**src/rtl/serial_adder_pkg.sv**
```systemverilog
// Shared constants and types for the bit-serial adder: FSM encoding,
// default operand width and counter sizing.
package serial_adder_pkg;

  localparam int DEFAULT_WIDTH = 8;

  typedef enum logic [1:0] {
    ST_IDLE  = 2'b00,
    ST_SHIFT = 2'b01,
    ST_DONE  = 2'b10
  } state_t;

  // Bit counter width; the exit compare at w-1 means wrap-around never happens.
  function automatic int cnt_width(input int w);
    int r;
    r = $clog2(w);
    if (r < 1) begin
      r = 1;
    end else begin
      r = r;
    end
    return r;
  endfunction

endpackage

```
**src/rtl/serial_adder_fulladder.sv**
```systemverilog
// Gate-level one-bit full adder used as the single arithmetic bit-slice
// of the serial adder.
module fulladder (
  input  logic a,
  input  logic b,
  input  logic cin,
  output logic sum,
  output logic cout
);

  wire ab_x_s;
  wire ab_a_s;
  wire cx_a_s;

  xor g_x1 (ab_x_s, a, b);
  xor g_x2 (sum, ab_x_s, cin);
  and g_a1 (ab_a_s, a, b);
  and g_a2 (cx_a_s, ab_x_s, cin);
  or  g_o1 (cout, ab_a_s, cx_a_s);

endmodule

```
**src/rtl/serial_adder.sv**
```systemverilog
// Bit-serial adder: operands are shifted LSB-first through one full adder,
// one bit per clock, with the sum assembled MSB-insert into a shift register.
module serial_adder
  import serial_adder_pkg::*;
#(
  parameter int WIDTH = DEFAULT_WIDTH
) (
  input  logic             clk,
  input  logic             rst,
  input  logic             start,
  input  logic [WIDTH-1:0] a,
  input  logic [WIDTH-1:0] b,
  input  logic             cin,
  output logic             busy,
  output logic             done,
  output logic [WIDTH-1:0] sum,
  output logic             cout
);

  localparam int CW = cnt_width(WIDTH);
  localparam logic [CW-1:0] CNT_LAST = CW'(WIDTH - 1);

  state_t          state_r;
  state_t          state_nxt_s;
  logic [CW-1:0]   cnt_r;
  logic [CW-1:0]   cnt_nxt_s;
  logic            busy_r;
  logic            done_r;
  logic            load_s;
  logic            shift_s;

  logic [WIDTH-1:0] a_sh_r;
  logic [WIDTH-1:0] b_sh_r;
  logic [WIDTH-1:0] sum_r;
  logic             carry_r;
  logic             fa_sum_s;
  logic             fa_cout_s;

  fulladder u_fa (
    .a    (a_sh_r[0]),
    .b    (b_sh_r[0]),
    .cin  (carry_r),
    .sum  (fa_sum_s),
    .cout (fa_cout_s)
  );

  // Control state register: FSM state, bit counter and registered status flags.
  always_ff @(posedge clk) begin
    if (rst) begin
      state_r <= ST_IDLE;
      cnt_r   <= {CW{1'b0}};
      busy_r  <= 1'b0;
      done_r  <= 1'b0;
    end else begin
      state_r <= state_nxt_s;
      cnt_r   <= cnt_nxt_s;
      busy_r  <= (state_nxt_s == ST_SHIFT);
      done_r  <= (state_nxt_s == ST_DONE);
    end
  end

  // Next-state logic; start is honoured only when not busy (IDLE or DONE).
  always_comb begin
    state_nxt_s = state_r;
    case (state_r)
      ST_IDLE: begin
        if (start) begin
          state_nxt_s = ST_SHIFT;
        end else begin
          state_nxt_s = ST_IDLE;
        end
      end
      ST_SHIFT: begin
        if (cnt_r == CNT_LAST) begin
          state_nxt_s = ST_DONE;
        end else begin
          state_nxt_s = ST_SHIFT;
        end
      end
      ST_DONE: begin
        if (start) begin
          state_nxt_s = ST_SHIFT;
        end else begin
          state_nxt_s = ST_IDLE;
        end
      end
      default: begin
        state_nxt_s = ST_IDLE;
      end
    endcase
  end

  // Control outputs: datapath load/shift strobes and next counter value.
  always_comb begin
    load_s    = 1'b0;
    shift_s   = 1'b0;
    cnt_nxt_s = cnt_r;
    case (state_r)
      ST_IDLE, ST_DONE: begin
        if (start) begin
          load_s    = 1'b1;
          cnt_nxt_s = {CW{1'b0}};
        end else begin
          load_s    = 1'b0;
          cnt_nxt_s = cnt_r;
        end
      end
      ST_SHIFT: begin
        shift_s   = 1'b1;
        cnt_nxt_s = cnt_r + CW'(1);
      end
      default: begin
        load_s    = 1'b0;
        shift_s   = 1'b0;
        cnt_nxt_s = {CW{1'b0}};
      end
    endcase
  end

  // Datapath: operand shift registers, carry flop and sum shift register.
  always_ff @(posedge clk) begin
    if (rst) begin
      a_sh_r  <= {WIDTH{1'b0}};
      b_sh_r  <= {WIDTH{1'b0}};
      sum_r   <= {WIDTH{1'b0}};
      carry_r <= 1'b0;
    end else if (load_s) begin
      a_sh_r  <= a;
      b_sh_r  <= b;
      carry_r <= cin;
    end else if (shift_s) begin
      a_sh_r  <= {1'b0, a_sh_r[WIDTH-1:1]};
      b_sh_r  <= {1'b0, b_sh_r[WIDTH-1:1]};
      sum_r   <= {fa_sum_s, sum_r[WIDTH-1:1]};
      carry_r <= fa_cout_s;
    end else begin
      a_sh_r  <= a_sh_r;
      b_sh_r  <= b_sh_r;
      sum_r   <= sum_r;
      carry_r <= carry_r;
    end
  end

  assign busy = busy_r;
  assign done = done_r;
  assign sum  = sum_r;
  assign cout = carry_r;

endmodule

```
**config.mk**
```make
export PLATFORM = sky130hd
export DESIGN_NAME = serial_adder
export DESIGN_NICKNAME = d
export VERILOG_FILES = /design/src/rtl/serial_adder_pkg.sv /design/src/rtl/serial_adder_fulladder.sv /design/src/rtl/serial_adder.sv
export SDC_FILE = /design/constraint.sdc
export NUM_CORES = 1
export LEC_CHECK = 0
export BUFFER_PORTS_ARGS = -buffer_cell sky130_fd_sc_hd__buf_2
export CAP_MARGIN = 20
export CORE_ASPECT_RATIO = 0.7
export CORE_MARGIN = 1
export CORE_UTILIZATION = 40
export CTS_CLUSTER_SIZE = 12
export DETAILED_ROUTE_END_ITERATION = 6
export PLACE_DENSITY_LB_ADDON = 0.15
export SYNTH_ARGS = -nofsm -noshare
export SYNTH_HDL_FRONTEND = slang
export SYNTH_SLANG_ARGS = --single-unit
```
**constraint.sdc**
```tcl
create_clock -name clk -period 2.95 [get_ports clk]
set_input_delay 0.1475 -clock clk [delete_from_list [all_inputs] [get_ports clk]]
set_output_delay 0.1475 -clock clk [all_outputs]
set_load 0.005 [all_outputs]
```
# Word-level counts from Yosys, hierarchy flattened
# Index checks and enable logic that the tools add are counted.
# word_totals
regBits	32
inputBits	20
output_inout_bits	11
wordCells	39
# op_classes
add_sub_neg	1
eq_ne	6
muxes	14
bitwise_logic	6
reduce_logical	4
# ops
op	n
two-way mux 8 bit	4
two-way mux 1 bit	6
case mux 3 bit (2 select lines)	1
== test 2 x 1 -> 1 bit, second input constant	2
== test 2 bit, second input constant	2
case mux 2 bit (2 select lines)	1
adder 3 x 1 -> 3 bit, second input constant	1
== test 3 bit, second input constant	1
two-way mux 3 bit	1
AND 1 bit	2
zero test 2 bit	1
two-way mux 2 bit	1
inequality test 2 x 1 -> 1 bit, second input constant	1
AND reduction 2 bit	1
nonzero test 2 bit	1
OR reduction 2 bit	1
bitwise XOR 1 bit	2
inverter 1 bit	1
bitwise OR 1 bit	1

# Depth between registers and ports, before layout
# depth
depth_word	5
mapped_depth	5
mapped_depth_nobuf	4

# Modules after synthesis
# A second synthesis with hierarchy kept.
# unflattened
cells_unflattened	154
area_unflattened_um2	1297.5
# modules_own_cells
module	n_inst	cells_each	area_each_um2	seq_area_each_um2
serial_adder	1	153	1277.5	640.6
fulladder	1	1	20.0	0.0

# Worst setup path before layout
# OpenSTA, ideal clock, no wires.
# synth_path
path_type	register to register
start	register state_r[0]
end	register a_sh_r[1]
setup_ps	91
arrival_time_ps	1027
required_ps	2859
path_slack_ps	1832
path_stages_with_launch	6
path_buffers	2
synth_period_minus_slack_ps	1118
path_cell_list	dfxtp_1 -> and2b_1 -> buf_4 -> buf_6 -> nand2_1 -> a311oi_1
# synth_between
elab_chain_cells	4
word_cells_on_any_way	8
classes_between	2 x eq/ne; 3 x mux; 3 x reduce/logical
# synth_lines
element	line	rtl
from (decl)	serial_adder.sv:23	state_t state_r;
from (signal assigned)	serial_adder.sv:55	state_r <= state_nxt_s;
== test 2 bit or zero test 2 bit (tied branches)	serial_adder.sv:98	case (state_r)
OR reduction 2 bit (no line)	--	
two-way mux 1 bit	serial_adder.sv:98	
two-way mux 8 bit or nonzero test 2 bit (tied branches)	--	
to (signal assigned)	serial_adder.sv:123	a_sh_r <= {WIDTH{1'b0}};
to (signal assigned)	serial_adder.sv:132	a_sh_r <= {1'b0, a_sh_r[WIDTH-1:1]};
to (signal assigned)	serial_adder.sv:137	a_sh_r <= a_sh_r;
to (decl)	serial_adder.sv:32	logic [WIDTH-1:0] a_sh_r;
# Several ways; a longest one is shown, not always the timed one.
# A chain may end at the register's enable or synchronous reset.

# Worst setup path after layout
# layout_path
start	register state_r[0]
end	register carry_r, in the netlist cout
# layout_between
elab_chain_cells	4
word_cells_on_any_way	8
classes_between	2 x eq/ne; 3 x mux; 3 x reduce/logical
# layout_lines
element	line	rtl
== test 2 bit or zero test 2 bit (tied branches)	serial_adder.sv:98	
OR reduction 2 bit (no line)	--	
two-way mux 1 bit	serial_adder.sv:98	
two-way mux 1 bit or nonzero test 2 bit (tied branches)	--	
to (signal assigned)	serial_adder.sv:130	carry_r <= cin;
to (signal assigned)	serial_adder.sv:135	carry_r <= fa_cout_s;
to (signal assigned)	serial_adder.sv:140	carry_r <= carry_r;
to (decl)	serial_adder.sv:35	logic carry_r;
# Several ways; a longest one is shown, not always the timed one.

==> metrics.json <==
{
  "outcome": {
    "outcome": "finished, final reports clean"
  },
  "setup_path": {
    "r2r_cells": 3,
    "crit-reg2reg-launch": "state_r[0]",
    "crit-reg2reg-capture": "cout",
    "crit_path_start_kind": "flip-flop",
    "endpoint_kind": "flip-flop",
    "worst-setup-path-type": "reg -> reg",
    "required_ns": 3.14,
    "crit_start": "state_r[0]",
    "critical_path_peak_fanout": 29,
    "regToRegSetupSlack_ns": 1.21,
    "worst_ep_arrival_time_ns": 1.93
  },
  "global_routing": {
    "globalRouteMet1Util_pct": 20.3,
    "first_global_vias": 1071,
    "globalRoute.busiestLayer": "met2",
    "grt_antenna_before_repair": 0,
    "global_route.usage.total_pct": 16.9,
    "grt_max_degree": 33,
    "grt_first_pass_wirelength_mm": 4.64,
    "global_route.usage.met2_pct": 28.2,
    "global_route.usage.met3_pct": 5.58,
    "overflow": 0
  },
  "synthesis": {
    "synth-edff-count": 0,
    "synth.most_common_cell": "nand2_1",
    "synth.top_cells.by_area": "dfxtp_1 (50%), nand2_1 (13%), a311oi_1 (8.9%), nor2_1 (5.6%), a21oi_1 (5.1%)",
    "ff_latch_count_synth": 32,
    "synth.yosys.seq_area_share_pct": 50.0,
    "synth.cell_area_sq_um": 1280,
    "synth_area_per_cell_sq_um": 8.43,
    "postSynth.topFlopCell": "dfxtp_1",
    "synth_largest_area_cell": "dfxtp_1",
    "synthTopCellsByCount": "nand2_1 (43), dfxtp_1 (32), nor2_1 (19), a21oi_1 (13), a311oi_1 (13)",
    "async_reset_ff_share_pct": 0,
    "synthesis.instances": 152,
    "synth-warning-count": 0,
    "synth_nets": 175,
    "netlist-cell-type-count": 20,
    "yosys.area.top_type_share_pct": 50.0
  },
  "min_path": {
    "hold_path_class": "in -> reg",
    "holdPathEnd": "b_sh_r[7]",
    "timing.hold.worst.start": "b[7]",
    "hold-path-cell-count": 3
  },
  "sta": {
    "maxSlewHeadroom_pct": 29.0,
    "setup_viol_count_final": 0,
    "hold_viol": 0,
    "tightestPinTransition_ns": 1.07,
    "period_minus_slack_ns": 1.74,
    "finalCritPeriodShare_pct": 59.0,
    "fmax_mhz": 575,
    "whs_ns": 0.106,
    "tns_ns": 0,
    "unrepaired_setup_endpoints_after_global_routing": "no",
    "maxSlewViolCount": 0,
    "final.setup_skew_ns": 0.00798
  },
  "power": {
    "power-per-cell-area_nw_per_um2": 606,
    "totalPowerFinal_mw": 0.912,
    "peakVddDrop_mv": 0.258,
    "leakagePower_nw": 0.616
  },
  "detailed_routing": {
    "antenna_violating_nets_post_route": 0,
    "total_length_of_routed_wires_mm": 2.61,
    "drt_drc_violations_left": 0,
    "vias": 1106,
    "detail_route.first_pass.iterations": 4,
    "drt-wirelength-per-cell_microns": 12.2,
    "detail_route.vias_per_cell": 5.17,
    "initialDrtViolationCount": 30
  },
  "clock_tree": {
    "htree_num_levels": 2,
    "clk_root_buffer_cell": "clkbuf_8",
    "tritoncts.num_buffers": 5,
    "clk-insertion-delay-late_ns": 0.28,
    "cts_hold_fix_bufs": 0,
    "cts_num_sinks": 32,
    "cts-resized-gates": 0,
    "tritoncts": "done",
    "clk_transition_reported_paths_ns": 0.07,
    "max-clock-path-buffers": 2,
    "cts.repair_timing.setup_buffer_count": 0
  },
  "die": {
    "initial_core_util_pct": 43.8,
    "fp.dieArea_sq_um": 3440,
    "num_io_pins": 31,
    "chipWidth_microns": 69.6,
    "die_h_microns": 49.4,
    "fp.coreArea_sq_um": 2920,
    "fp-row-count": 16
  },
  "placed_design": {
    "place.port_buffers": 30,
    "dpl.hpwl_mm": 1.67,
    "finalWeightedCongestion": 0.722,
    "placed_cells_incl_taps": 206
  },
  "final_layout": {
    "antenna_cells_inserted": 0,
    "filler_cell_count": 300,
    "final-instance-count-excl-fill": 214,
    "final_nets": 200,
    "area_growth_pct": 17.4,
    "layout-drive-gt1-share_pct": 21.3,
    "final_core_util_pct": 51.5
  },
  "job": {
    "max_cap_viols": 0
  }
}
-- critical path, cell delays in order (launching register included) --
cell	delay (ns)
dfxtp_1	0.43
nand2b_1	0.83
nand2_1	0.12
a311oi_1	0.26
-- per-stage QoR --
| stage | worst slack [ns] | area (sq um) |
|---|---|---|
| floorplan | 1.83 | 1280 |
| global placement | 1.32 | 1410 |
| detailed placement | 1.24 | 1410 |
| CTS | 1.22 | 1500 |
| global route | 1.02 | 1500 |
| finish | 1.21 | 1500 |
-- registers in the layout (all words and copies together) (netlist names) --
name / flops
done: 1
busy: 1
state_r: 2
cnt_r: 3
cout: 1
b_sh_r: 8
a_sh_r: 8
sum: 8
-- cells by family (layout without fill, tap and decap cells) --
group / count (synthesis) / after routing / share of synthesized area (%)
flops: 32 / 32 / 50.0
fa+ha+maj: 3 / 3 / 3.52
buf+inv: 12 / 38 / 5.08
mux: 2 / 2 / 1.56
simple gates: 74 / 74 / 24.1
compound gates: 29 / 29 / 15.7
-- final cells by class --
type	instances	area [sq um]	area share [%]
Clock buffer	6	82.6	5.49
Clock inverter	2	10.0	0.666
Multi-Input combinational cell	108	576	38.3
Sequential cell	32	641	42.6
Tap cell	36	45.0	3.00
Timing Repair Buffer	30	150	9.98
-- routing by layer --
metal | vias up | wire (microns)
met3 | 4 | 123
li1 | 569 | -
met4 | 0 | 18
met1 | 513 | 1270
met2 | 20 | 1200
met5 | - | 0
-- placed cells by master (no fill, tap or decap), drive strengths merged --
cell	instances
nand3	3
dfxtp	32
nand2	43
nand2b	2
nor3	1
buf	30
nor3b	4
clkinv	2
a21oi	13
mux2i	2
a22oi	2
clkbuf	6
fa	1
nor2	19
a311oi	13
nor2b	1
ha	2
and2b	1
o21a	1
-- how the worst max path moves through the flow --
stage	endpoint	slack, ns	cells past startpoint
finish	cout	1.21	3
global route	b_sh_r[2]	1.02	3
CTS	cout	1.22	3
detailed placement	a_sh_r[6]	1.24	3
global placement	cout	1.32	3
floorplan	a_sh_r[1]	1.83	5
-- where the power goes --
| part | internal (mW) | leakage, nW | switching [mW] |
|---|---|---|---|
| logic | 0.0364 | 0.303 | 0.0589 |
| registers | 0.458 | 0.262 | 0.0146 |
| clock network | 0.186 | 0.0510 | 0.159 |
| total | 0.680 | 0.616 | 0.232 |
Note: power is estimated with default switching activity, not from simulation.
